File: src/rtl/bus_fabric_pkg.sv
// rtl/bus_fabric_pkg.sv - shared types and constants for the native-bus interconnect
package bus_fabric_pkg;

    typedef enum logic [1:0] {
        IDLE   = 2'd0,
        ACTIVE = 2'd1,
        RESP   = 2'd2
    } state_t;

    localparam logic [1:0]  ERR_NONE    = 2'b00;
    localparam logic [1:0]  ERR_DECODE  = 2'b01;
    localparam logic [1:0]  ERR_TIMEOUT = 2'b10;

    localparam logic [31:0] DEFAULT_ERR_DATA = 32'hBADC_0DE0;

    // Slot index width covers the full 1..16 slot range.
    localparam int IDX_W = 4;

endpackage

File: src/rtl/bus_addr_decode.sv
// rtl/bus_addr_decode.sv - combinational table-driven priority address decoder
module bus_addr_decode
    import bus_fabric_pkg::*;
#(
    parameter int                 NSLV     = 4,
    parameter logic [NSLV*32-1:0] SLV_BASE = {NSLV{32'h0}},
    parameter logic [NSLV*32-1:0] SLV_MASK = {NSLV{32'h0}}
) (
    input  logic [31:0]      addr,
    output logic             hit,
    output logic [NSLV-1:0]  onehot,
    output logic [IDX_W-1:0] idx
);

    // Scan from the top so the lowest matching slot is the last writer and wins.
    always_comb begin
        hit    = 1'b0;
        onehot = '0;
        idx    = '0;
        for (int i = NSLV - 1; i >= 0; i--) begin
            if ((addr & SLV_MASK[32*i +: 32]) == (SLV_BASE[32*i +: 32] & SLV_MASK[32*i +: 32])) begin
                hit       = 1'b1;
                onehot    = '0;
                onehot[i] = 1'b1;
                idx       = IDX_W'(i);
            end
        end
    end

endmodule

File: src/rtl/bus_fabric.sv
// rtl/bus_fabric.sv - single-master native-bus fabric with timeout and sticky error status
module bus_fabric
    import bus_fabric_pkg::*;
#(
    parameter int                 NSLV     = 4,
    parameter logic [NSLV*32-1:0] SLV_BASE = {NSLV{32'h0}},
    parameter logic [NSLV*32-1:0] SLV_MASK = {NSLV{32'h0}},
    parameter int                 TIMEOUT  = 255,
    parameter logic [31:0]        ERR_DATA = DEFAULT_ERR_DATA
) (
    input  logic                 clk,
    input  logic                 reset,
    input  logic                 m_valid,
    input  logic [31:0]          m_addr,
    input  logic [31:0]          m_wdata,
    input  logic [3:0]           m_wstrb,
    output logic                 m_ready,
    output logic [31:0]          m_rdata,
    output logic [NSLV-1:0]      s_valid,
    output logic [31:0]          s_addr,
    output logic [31:0]          s_wdata,
    output logic [3:0]           s_wstrb,
    input  logic [NSLV-1:0]      s_ready,
    input  logic [NSLV*32-1:0]   s_rdata,
    output logic                 err_irq,
    output logic [1:0]           err_code,
    output logic [31:0]          err_addr,
    input  logic                 err_clr
);

    state_t             state_q, state_d;
    logic [IDX_W-1:0]   sel_q;
    logic [15:0]        cnt_q;
    logic               dec_hit;
    logic [NSLV-1:0]    dec_onehot;
    logic [IDX_W-1:0]   dec_idx;
    logic               sel_ready;
    logic [31:0]        sel_rdata;
    logic               timeout_hit;
    logic               accept_hit, accept_miss, done_ok, done_to;
    logic               err_set;
    logic [1:0]         err_set_code;
    logic [31:0]        err_set_addr;

    bus_addr_decode #(
        .NSLV     (NSLV),
        .SLV_BASE (SLV_BASE),
        .SLV_MASK (SLV_MASK)
    ) u_decode (
        .addr   (m_addr),
        .hit    (dec_hit),
        .onehot (dec_onehot),
        .idx    (dec_idx)
    );

    // Only the latched slot's ready/rdata are looked at; other slots are ignored.
    always_comb begin
        sel_ready = 1'b0;
        sel_rdata = '0;
        for (int i = 0; i < NSLV; i++) begin
            if (sel_q == IDX_W'(i)) begin
                sel_ready = s_ready[i];
                sel_rdata = s_rdata[32*i +: 32];
            end
        end
    end

    assign timeout_hit = (cnt_q == 16'(TIMEOUT - 1));

    always_comb begin
        state_d      = state_q;
        accept_hit   = 1'b0;
        accept_miss  = 1'b0;
        done_ok      = 1'b0;
        done_to      = 1'b0;
        err_set      = 1'b0;
        err_set_code = ERR_NONE;
        err_set_addr = s_addr;
        case (state_q)
            IDLE: begin
                if (m_valid) begin
                    if (dec_hit) begin
                        accept_hit = 1'b1;
                        state_d    = ACTIVE;
                    end else begin
                        accept_miss  = 1'b1;
                        state_d      = RESP;
                        err_set      = 1'b1;
                        err_set_code = ERR_DECODE;
                        err_set_addr = m_addr;
                    end
                end
            end
            ACTIVE: begin
                // A ready arriving on the final counted cycle still wins over the timeout.
                if (sel_ready) begin
                    done_ok = 1'b1;
                    state_d = RESP;
                end else if (timeout_hit) begin
                    done_to      = 1'b1;
                    state_d      = RESP;
                    err_set      = 1'b1;
                    err_set_code = ERR_TIMEOUT;
                end
            end
            RESP:    state_d = IDLE;
            default: state_d = IDLE;
        endcase
    end

    always_ff @(posedge clk) begin
        if (reset) begin
            state_q  <= IDLE;
            sel_q    <= '0;
            cnt_q    <= '0;
            m_ready  <= 1'b0;
            m_rdata  <= '0;
            s_valid  <= '0;
            s_addr   <= '0;
            s_wdata  <= '0;
            s_wstrb  <= '0;
            err_irq  <= 1'b0;
            err_code <= ERR_NONE;
            err_addr <= '0;
        end else begin
            state_q <= state_d;
            m_ready <= (state_d == RESP);
            if (accept_hit) begin
                s_valid <= dec_onehot;
                s_addr  <= m_addr;
                s_wdata <= m_wdata;
                s_wstrb <= m_wstrb;
                sel_q   <= dec_idx;
                cnt_q   <= '0;
            end
            if (accept_miss || done_to) begin
                m_rdata <= ERR_DATA;
            end
            if (done_ok) begin
                m_rdata <= sel_rdata;
            end
            if (done_ok || done_to) begin
                s_valid <= '0;
                cnt_q   <= '0;
            end else if (state_q == ACTIVE) begin
                cnt_q <= cnt_q + 16'd1;
            end
            if (err_clr) begin
                err_irq  <= 1'b0;
                err_code <= ERR_NONE;
                err_addr <= '0;
            end
            // The first error is kept; a clear in the same cycle makes room for the new one.
            if (err_set && (!err_irq || err_clr)) begin
                err_irq  <= 1'b1;
                err_code <= err_set_code;
                err_addr <= err_set_addr;
            end
        end
    end

endmodule

File: config.mk
export PLATFORM = sky130hd
export DESIGN_NAME = bus_fabric
export DESIGN_NICKNAME = d
export VERILOG_FILES = /design/src/rtl/bus_fabric_pkg.sv /design/src/rtl/bus_addr_decode.sv /design/src/rtl/bus_fabric.sv
export SDC_FILE = /design/constraint.sdc
export NUM_CORES = 1
export LEC_CHECK = 0
export ABC_AREA = 0
export BUFFER_PORTS_ARGS = -buffer_cell sky130_fd_sc_hd__buf_2
export CAP_MARGIN = 10
export CORE_AREA = 2 2 133 135
export DETAILED_ROUTE_END_ITERATION = 16
export DIE_AREA = 0 0 135 137
export PLACE_DENSITY_LB_ADDON = 0.08
export SYNTH_ARGS = -nofsm -noshare
export SYNTH_HDL_FRONTEND = slang
export SYNTH_SLANG_ARGS = --single-unit
File: constraint.sdc
create_clock -name clk -period 4.4 [get_ports clk]
set_input_delay 0.44 -clock clk [delete_from_list [all_inputs] [get_ports clk]]
set_output_delay 0.44 -clock clk [all_outputs]
set_load 0.02 [all_outputs]
Yosys cells after proc, flatten, opt, wreduce, memory -nomap -nowiden
Index checks and enable logic that the tools add are counted.
{"block": "word_totals", "reg_bits": 155, "latch_bits": 0, "ram_bits": 0, "mem_bits_ro": 0, "input_bits": 204, "out_inout_bits": 140, "mem_count": 0}
{"block": "classes", "n_addsub": 1, "n_mul": 0, "div_mod_pow": 0, "n_lt_le_gt_ge": 0, "n_eq_ne": 3, "n_shift": 0, "n_mux": 24, "bitwise_logic": 0, "reduce_logical": 9}
{"op": "32-bit 2-to-1 mux", "count": 4}
{"op": "16-bit 2-to-1 mux", "count": 2}
{"op": "16-bit by 1-bit adder with 16-bit output, second input constant", "count": 1}
{"op": "16-bit by 8-bit == test with 1-bit output, second input constant", "count": 1}
{"op": "2-bit 2-to-1 mux", "count": 8}
{"op": "1-bit 2-to-1 mux", "count": 9}
{"op": "2-bit nonzero test", "count": 3}
{"op": "2-bit one-hot mux with 2 select lines", "count": 1}
{"op": "2-bit by 1-bit == test with 1-bit output, second input constant", "count": 1}
{"op": "2-bit == test, second input constant", "count": 1}
{"op": "2-bit zero test", "count": 1}
{"op": "1-bit logical OR", "count": 2}
{"op": "2-bit OR reduction", "count": 1}
{"op": "1-bit logical AND", "count": 1}
{"op": "1-bit zero test", "count": 1}

Longest topological paths before layout
Gate-level depths: netlist (run 1).
{"block": "logic_depth", "depth_word": 6, "mapped_depth": 7}

Cells and area by module
Synthesis (run 1) repeated with hierarchy kept, for this count alone.
{"block": "hier_totals", "hier_cells": 847, "hier_area_um2": 7457.2}
{"module": "bus_fabric", "n_inst": 1, "cells_per_inst": 836, "area_per_inst_um2": 7382.1}
{"module": "bus_addr_decode", "n_inst": 1, "cells_per_inst": 11, "area_per_inst_um2": 75.1}

Worst setup path before layout (run 1)
Ideal clock, no wire load.
{"block": "synth_path", "path_type": "reg-to-reg", "from": "register cnt_q[5]", "to": "register err_addr[10]", "setup_time_ns": 0.072, "t_arrival_ns": 1.651, "required_ns": 4.328, "path_slack_ns": 2.677, "path_stages_with_launch": 7, "path_buffers": 2, "period_less_slack_ns": 1.723, "cell_sequence": "dfxtp_1 nand3_2 or2_0 buf_6 nor4_4 buf_6 mux2i_1"}
{"block": "synth_between", "elab_chain_len": 6, "elab_cells_between_ends": 7, "classes_between": "eq/ne: 1; mux: 4; reduce/logical: 2"}
{"element": "from (decl)", "line_no": "bus_fabric.sv:33", "text": "logic [15:0] cnt_q;"}
{"element": "from (signal assigned)", "line_no": "bus_fabric.sv:146", "text": "cnt_q <= cnt_q + 16'd1;"}
{"element": "16-bit by 8-bit == test with 1-bit output (*)", "line_no": "bus_fabric.sv:68", "text": "assign timeout_hit = (cnt_q == 16'(TIMEOUT - 1));"}
{"element": "1-bit 2-to-1 mux (*)", "line_no": "bus_fabric.sv:99", "text": "end else if (timeout_hit) begin"}
{"element": "1-bit 2-to-1 mux (*)", "line_no": "bus_fabric.sv:96", "text": "if (sel_ready) begin"}
{"element": "1-bit 2-to-1 mux (*)"}
{"element": "1-bit logical AND (*)", "line_no": "bus_fabric.sv:154", "text": "if (err_set && (!err_irq || err_clr)) begin"}
{"element": "32-bit 2-to-1 mux / 2-bit nonzero test (equally long branches)"}
{"element": "to (signal assigned)", "line_no": "bus_fabric.sv:157", "text": "err_addr <= err_set_addr;"}
{"element": "to (decl)", "line_no": "bus_fabric.sv:27", "text": "output logic [31:0] err_addr,"}
Mark *: on every way between the ends. The rest lies on a longest branch, timed or not.
A chain may end at the register's enable or synchronous reset.

Worst setup path after layout (run 1)
{"block": "layout_path", "from": "register cnt_q[8]", "to": "register err_addr[12]"}
Same word-level chain as after synthesis.

==> results of run 1 <==
worst max-delay path by stage:
stage | depth (start not counted) | endpoint | slack, ns
final | 5 | err_addr[12]$_SDFFE_PP0P_ | 1.67
after global routing | 5 | err_addr[12]$_SDFFE_PP0P_ | 1.44
after CTS | 5 | err_addr[12]$_SDFFE_PP0P_ | 1.62
after detailed placement | 5 | err_addr[12]$_SDFFE_PP0P_ | 1.69
after global placement | 5 | err_addr[13]$_SDFFE_PP0P_ | 1.75
after floorplan | 6 | err_addr[10]$_SDFFE_PP0P_ | 2.68
worst register-to-register path, stage by stage, from the launching register on:
cell and delay [ns]:
dfxtp_1 0.38, nor4_1 0.38, nand3_1 0.69, nor4_4 0.38, buf_4 0.54, mux2i_1 0.28
per-layer routing:
metal,wire length [um],up-vias,global-route usage
met1,8220,2783,0.2478
met2,8612,177,0.3130
met4,205,0,0.06713
met3,1113,11,0.04630
li1,-,2927,-
met5,0,-,0
area by class of cell:
type,instances,area [um2],share of cell area
Clock buffer,21,440.4,0.05405
Clock inverter,11,172.7,0.02119
Inverter,4,15.01,0.001843
Multi-Input combinational cell,500,2912,0.3573
Sequential cell,153,3063,0.3759
Tap cell,225,281.5,0.03455
Timing Repair Buffer,248,1264,0.1551
synthesized netlist by cell type, types with 2 or more instances:
| cell type | n | area (um2) |
|---|---|---|
| dfxtp_1 | 153 | 3063 |
| nand2_1 | 146 | 548.0 |
| a21oi_1 | 94 | 470.5 |
| clkbuf_1 | 49 | 183.9 |
| nand2b_1 | 33 | 206.5 |
| or3b_2 | 33 | 289.0 |
| mux2i_1 | 32 | 320.3 |
| nor2_1 | 29 | 108.9 |
| o211ai_1 | 20 | 150.1 |
| a211oi_1 | 19 | 142.6 |
| a22oi_1 | 16 | 120.1 |
| o22ai_1 | 16 | 100.1 |
| nand3_1 | 8 | 40.04 |
| o311ai_0 | 6 | 52.55 |
| or4_1 | 6 | 45.04 |
| buf_4 | 5 | 37.54 |
| buf_1 | 4 | 15.01 |
| buf_2 | 4 | 20.02 |
| buf_6 | 4 | 45.04 |
| inv_1 | 4 | 15.01 |
| nor2b_1 | 3 | 18.77 |
| nor3_1 | 3 | 15.01 |
| nor4_1 | 3 | 18.77 |
| o21ai_0 | 3 | 15.01 |
| a31oi_1 | 2 | 12.51 |
| ha_1 | 2 | 25.02 |
| nand3b_1 | 2 | 15.01 |
| nor3b_1 | 2 | 15.01 |
| o31a_1 | 2 | 17.52 |
placed cells by master, fill, tap and decap left out, drive strengths merged, types with 2 or more instances in the layout:
master / count
buf: 248
dfxtp: 153
nand2: 146
a21oi: 94
nand2b: 33
or3b: 33
mux2i: 32
nor2: 29
clkbuf: 21
o211ai: 20
a211oi: 19
a22oi: 16
o22ai: 16
nand3: 9
or4: 6
o311ai: 6
inv: 4
conb: 4
clkinvlp: 4
bufinv: 4
nor4: 4
nor2b: 3
o21ai: 3
nor3: 3
clkinv: 3
a31oi: 2
nand3b: 2
o31a: 2
ha: 2
nor3b: 2
or2: 2
report_power, final:
| part | switching (mW) | internal [mW] | total, mW |
|---|---|---|---|
| registers | 0.0394 | 1.44 | 1.48 |
| logic | 0.245 | 0.135 | 0.380 |
| clock network | 0.588 | 0.950 | 1.54 |
state kept, by name, indices dropped and copies added, names as in the netlist:
| signal | cells |
|---|---|
| s_wdata | 32 |
| state_q | 2 |
| err_code | 1 |
| s_addr | 32 |
| m_ready | 1 |
| s_valid | 1 |
| m_rdata | 32 |
| err_addr | 32 |
| cnt_q | 16 |
| s_wstrb | 4 |
kinds of logic (layout without fill, tap and decap cells):
logic type / Yosys count / count (layout) / synth area share
AOI/OAI and AO/OA: 185 / 185 / 0.1822
buffers and inverters: 71 / 284 / 0.05122
other: 1 / 4 / 0.0005974
DFF: 153 / 153 / 0.4879
adders and majority gates: 2 / 2 / 0.003986
muxes: 32 / 32 / 0.05103
and+or+nand+nor: 277 / 277 / 0.2230
metrics by stage:
stage          total power [mW]  worst slack [ns]
6_report                  3.402             1.668
5_1_grt                   3.532             1.436
4_1_cts                   3.442             1.620
3_5_place_dp              1.897             1.693
3_3_place_gp              1.887             1.747
2_1_floorplan             1.747             2.677
==> results.txt, run 1 <==
status = completed
GPL Wtd Cong = 0.7658
Hold Path Stages = 3
cts bufs inserted = 17
RSZ-0062 raised after global routing = no
Post-synth EDFFs = 0
Setup Crit Path Kind = reg2reg
hold_buf cts = 0
area grow syn2layout = 29.80%
first-pass GRT wire length = 28220 um
slowest CP cell = nand3_1
ys async rst share = 0
drt first pass iters = 5
port bufs = 240
slew at the pin closest to its max-slew limit = 1.021 ns
Rel. slew slack = 0.3193
H-tree depth = 4
Yosys reg bits = 153
part of the cycle the worst path needs = 0.6209
crit end category = flop
CP Cell Sequence = nor4_1, nand3_1, nor4_4, buf_4, mux2i_1
Hold EP = s_addr[6]$_SDFFE_PP0P_
synthesized cell area = 6277 um2
max cap viols = 0
antenna violations before repair = 0
clk sinks = 153
Avg Inst Size Synth = 8.706 um2
Vias/cell = 5.076
final core occ = 0.4777
PD cells = 417.5 nW/um2
row cnt = 48
post-CTS resize count = 0
share of cells above drive strength 1 = 0.3351
Post-CTS Setup Inserts = 0
CP max FO = 32
DP Area = 7535 um2
DRC Markers = 0
vias in the first global route = 5583
Initial Util = 0.3680
max incr delay on CP = 0.69 ns
CTS root buffer = clkbuf_16
Final ANT Viol Nets = 0
final instance area = 8148 um2
clk slew on worst S/H paths = 0.06 ns
die width = 135 um
Static Leak = 3.398 nW
Fin. Hold Viols = 0
max frequency = 366.1 MHz
placed cells = 1130
crit path DAT = 3.07 ns
FF-to-FF End = err_addr[12]$_SDFFE_PP0P_
register-to-register setup slack = 1.67 ns
Final setup viols = 0
Buf/Inv on CP = 1
Setup TNS Final = 0 ns
n_diodes = 0
worst r2r src = cnt_q[8]$_SDFFE_PP0P_
sequential area share after synthesis = 0.4879
FILL cells = 1705
DP Wirelength = 12000 um
Min-Delay Startpoint = m_addr[6]
max-slew violations = 0
class of the worst hold path = in2reg
clock latency on the worst-skew pair = 0.42 ns
CORE AREA = 17060 um2
largest net degree at the start of global routing = 86
io pins = 344
hold_ws = 0.2470 ns
synth unique cells = 47
Worst setup SP type = flop
VDD IR max = 0.2863 mV
vias = 5898
Synth Warn # = 0
DR iter-0 viols = 258
total grt overflow = 0
Setup Skew = 0.007313 ns
worst path required time = 4.74 ns
WL per Instance = 15.62 um
NumNets Final = 1130
Finished Layout Cells = 1162
Top FF cell, synth = dfxtp_1
DRT Wirelength = 18150 um
clock period minus worst slack = 2.732 ns
DIE AREA = 18500 um2
Max Root-Sink Buffers = 2
worst setup path start = cnt_q[8]$_SDFFE_PP0P_
chip height = 137 um
crit-path leading delay family = simple AND/OR/NAND/NOR gates
cells after synthesis = 721
CTS tree = built
reg2reg path depth = 5
Total GRT Usage = 0.1915
Power figures use the tool's default switching activity.
==> run 2: changes to the inputs <==
ABC_AREA = 1   (was 0)
clock period = 2.45 ns   (was 4.4 ns; I/O delays follow)
==> results.txt, run 2 <==
GPL Wtd Cong = 0.8189 (+6.9%)
hold_buf cts = 0 (unchanged)
register-to-register setup slack = 0.45 ns (-1.22 ns)
cts bufs inserted = 17 (unchanged)
vias = 5821 (-1.3%)
DIE AREA = 18500 um2 (unchanged)
ys async rst share = 0 (unchanged)
RSZ-0062 raised after global routing = no
max-slew violations = 0 (unchanged)
Synth Warn # = 0 (unchanged)
Min-Delay Startpoint = m_addr[0]
clk sinks = 153 (unchanged)
FF-to-FF End = m_rdata[20]$_SDFFE_PP0P_
Yosys reg bits = 153 (unchanged)
vias in the first global route = 5370 (-3.8%)
dpl ws = 0.4288 ns (-1.264 ns)
H-tree depth = 4 (unchanged)
clock period minus worst slack = 2.004 ns (-0.7278 ns)
P_sw = 1.632 mW (+87%)
Fin. Hold Viols = 0 (unchanged)
port bufs = 240 (unchanged)
Worst Slack Setup Final = 0.4459 ns (-1.222 ns)
most frequent cells in the layout = 240 x buf_2, 191 x nor2_1, 153 x dfxtp_1
Pint = 4.652 mW (+84%)
io pins = 344 (unchanged)
Hold Path Stages = 3 (unchanged)
Initial Util = 0.3425 (-0.02553)
class of the worst hold path = in2reg
slew at the pin closest to its max-slew limit = 0.7672 ns (-0.2538 ns)
crit end category = flop
Total GRT Usage = 0.2004 (+0.008902)
Post-synth EDFFs = 0 (unchanged)
synth unique cells = 25 (-47%)
logic gate share of total power = 0.120 (+0.008)
synth cell count leaders = 193 x nor2_1, 153 x dfxtp_1, 89 x nand2_1, 89 x o21ai_0, 61 x a21oi_1
DP Wirelength = 12710 um (+6.0%)
Finished Layout Cells = 1232 (+6.0%)
clock latency on the worst-skew pair = 0.42 ns (about the same)
DR iter-0 viols = 317 (+23%)
chip height = 137 um (unchanged)
antenna violations before repair = 1 (+1)
synthesized cell area = 5842 um2 (-6.9%)
CP max FO = 33 (+3.1%)
max frequency = 499.0 MHz (+36%)
first-pass GRT wire length = 28710 um (+1.7%)
Max Root-Sink Buffers = 2 (unchanged)
Hold EP = s_addr[0]$_SDFFE_PP0P_
Synth top area share = 0.5243 (+0.03637)
clk slew on worst S/H paths = 0.06 ns (about the same)
largest net degree at the start of global routing = 77 (-10%)
WL per Instance = 15.32 um (-1.9%)
worst r2r src = cnt_q[4]$_SDFFE_PP0P_
VDD IR max = 0.4657 mV (+63%)
placed cells = 1201 (+6.3%)
part of the cycle the worst path needs = 0.8180 (+0.1971)
hold_ws = 0.04256 ns (-0.2044 ns)
Final setup viols = 0 (unchanged)
share of cells above drive strength 1 = 0.3019 (-0.03323)
crit path DAT = 2.35 ns (-0.72 ns)
Setup Crit Path Kind = reg2reg
worst path required time = 2.79 ns (-1.95 ns)
CTS root buffer = clkbuf_16
ranking of synthesized cells by area = dfxtp_1 52%, nor2_1 12%, o21ai_0 7.6%
CTS tree = built
NumNets Final = 1201 (+6.3%)
FILL cells = 1803 (+5.7%)
cells after synthesis = 776 (+7.6%)
top-count cell post-synth = nor2_1
CORE AREA = 17060 um2 (unchanged)
status = completed
DRC Markers = 0 (unchanged)
Vias/cell = 4.725 (-6.9%)
Rel. slew slack = 0.4885 (+0.1692)
row cnt = 48 (unchanged)
sequential area share after synthesis = 0.5243 (+0.03637)
Post-CTS Setup Inserts = 0 (unchanged)
Static Leak = 3.663 nW (+7.8%)
Top FF cell, synth = dfxtp_1
area grow syn2layout = 34.20%
drt first pass iters = 4 (-1)
DRT Wirelength = 18880 um (+4.0%)
n_diodes = 0 (unchanged)
most common cell after layout, fill and taps aside = buf_2
post-CTS resize count = 0 (unchanged)
Clock Power Share = 0.449 (-0.003)
Worst setup SP type = flop
PD cells = 801.5 nW/um2 (+92%)
Seq pwr share = 0.431 (-0.005)
switch share = 0.2597 (+0.003069)
reg2reg path depth = 10 (+5)
Final ANT Viol Nets = 0 (unchanged)
largest area contributor in the synthesized netlist = dfxtp_1
Setup Skew = 0.007263 ns (-0.00005018 ns)
total grt overflow = 0 (unchanged)
Tot Pwr = 6.283 mW (+85%)
max cap viols = 0 (unchanged)
die width = 135 um (unchanged)
Avg Inst Size Synth = 7.528 um2 (-14%)
Setup TNS Final = 0 ns (unchanged)
run 2: layer usage:
| layer | GRT usage | wire length, um |
|---|---|---|
| met1 | 0.2508 | 8342 |
| met2 | 0.3153 | 8577 |
| met3 | 0.08185 | 1722 |
| met4 | 0.06424 | 235 |
| met5 | 0 | 0 |
run 2: how the worst max path moves through the flow:
stage	startpoint	end	slack [ns]	depth (start not counted)
after floorplan	cnt_q[0]$_SDFFE_PP0P_	m_rdata[19]$_SDFFE_PP0P_	1.05	10
after global placement	cnt_q[5]$_SDFFE_PP0P_	m_rdata[28]$_SDFFE_PP0P_	0.43	10
after detailed placement	cnt_q[5]$_SDFFE_PP0P_	m_rdata[20]$_SDFFE_PP0P_	0.43	10
after CTS	cnt_q[4]$_SDFFE_PP0P_	m_rdata[20]$_SDFFE_PP0P_	0.42	10
after global routing	cnt_q[7]$_SDFFE_PP0P_	m_rdata[20]$_SDFFE_PP0P_	0.17	10
final	cnt_q[4]$_SDFFE_PP0P_	m_rdata[20]$_SDFFE_PP0P_	0.45	10
run 2: power groups by stage:
stage | Sequential [mW] | Clock, mW | Combinational [mW]
after floorplan | 2.91 | 0 | 0.281
after global placement | 2.76 | 0 | 0.766
after detailed placement | 2.76 | 0 | 0.764
after CTS | 2.71 | 2.90 | 0.765
after global routing | 2.72 | 2.99 | 0.834
final | 2.71 | 2.82 | 0.756
run 2: logic make-up after synthesis:
family | count (synthesis) | synth area share
buffers and inverters | 92 | 0.06704
adders and majority gates | 2 | 0.004283
AOI/OAI and AO/OA | 153 | 0.1317
DFF | 153 | 0.5243
and+or+nand+nor | 375 | 0.2720
other | 1 | 0.0006419
run 2: critical path, cell delays in order (launching register included):
cell     delay (ns)
dfxtp_1        0.38
nand2_1        0.10
inv_2          0.05
nand2_1        0.04
nor2_1         0.20
nand2_2        0.09
inv_2          0.46
nand2_1        0.32
nand2_1        0.13
inv_1          0.05
a21oi_1        0.10
run 2: stage by stage:
step | util | instance area, um2
6_report | 0.4597 | 7840
4_1_cts | 0.4597 | 7840
3_3_place_gp | 0.4224 | 7204
2_1_floorplan | - | 5853
5_1_grt | 0.4597 | 7840
3_5_place_dp | 0.4224 | 7204
run 2: final cells by class:
cell class | instances | area [um2] | share of cell area
repair buffers | 251 | 1309 | 0.1669
well taps | 225 | 281.5 | 0.03591
flip-flops and latches | 153 | 3063 | 0.3907
multi-input cells | 534 | 2409 | 0.3072
clock inverters | 11 | 168.9 | 0.02154
inverters | 38 | 142.6 | 0.01819
clock buffers | 20 | 466.7 | 0.05953
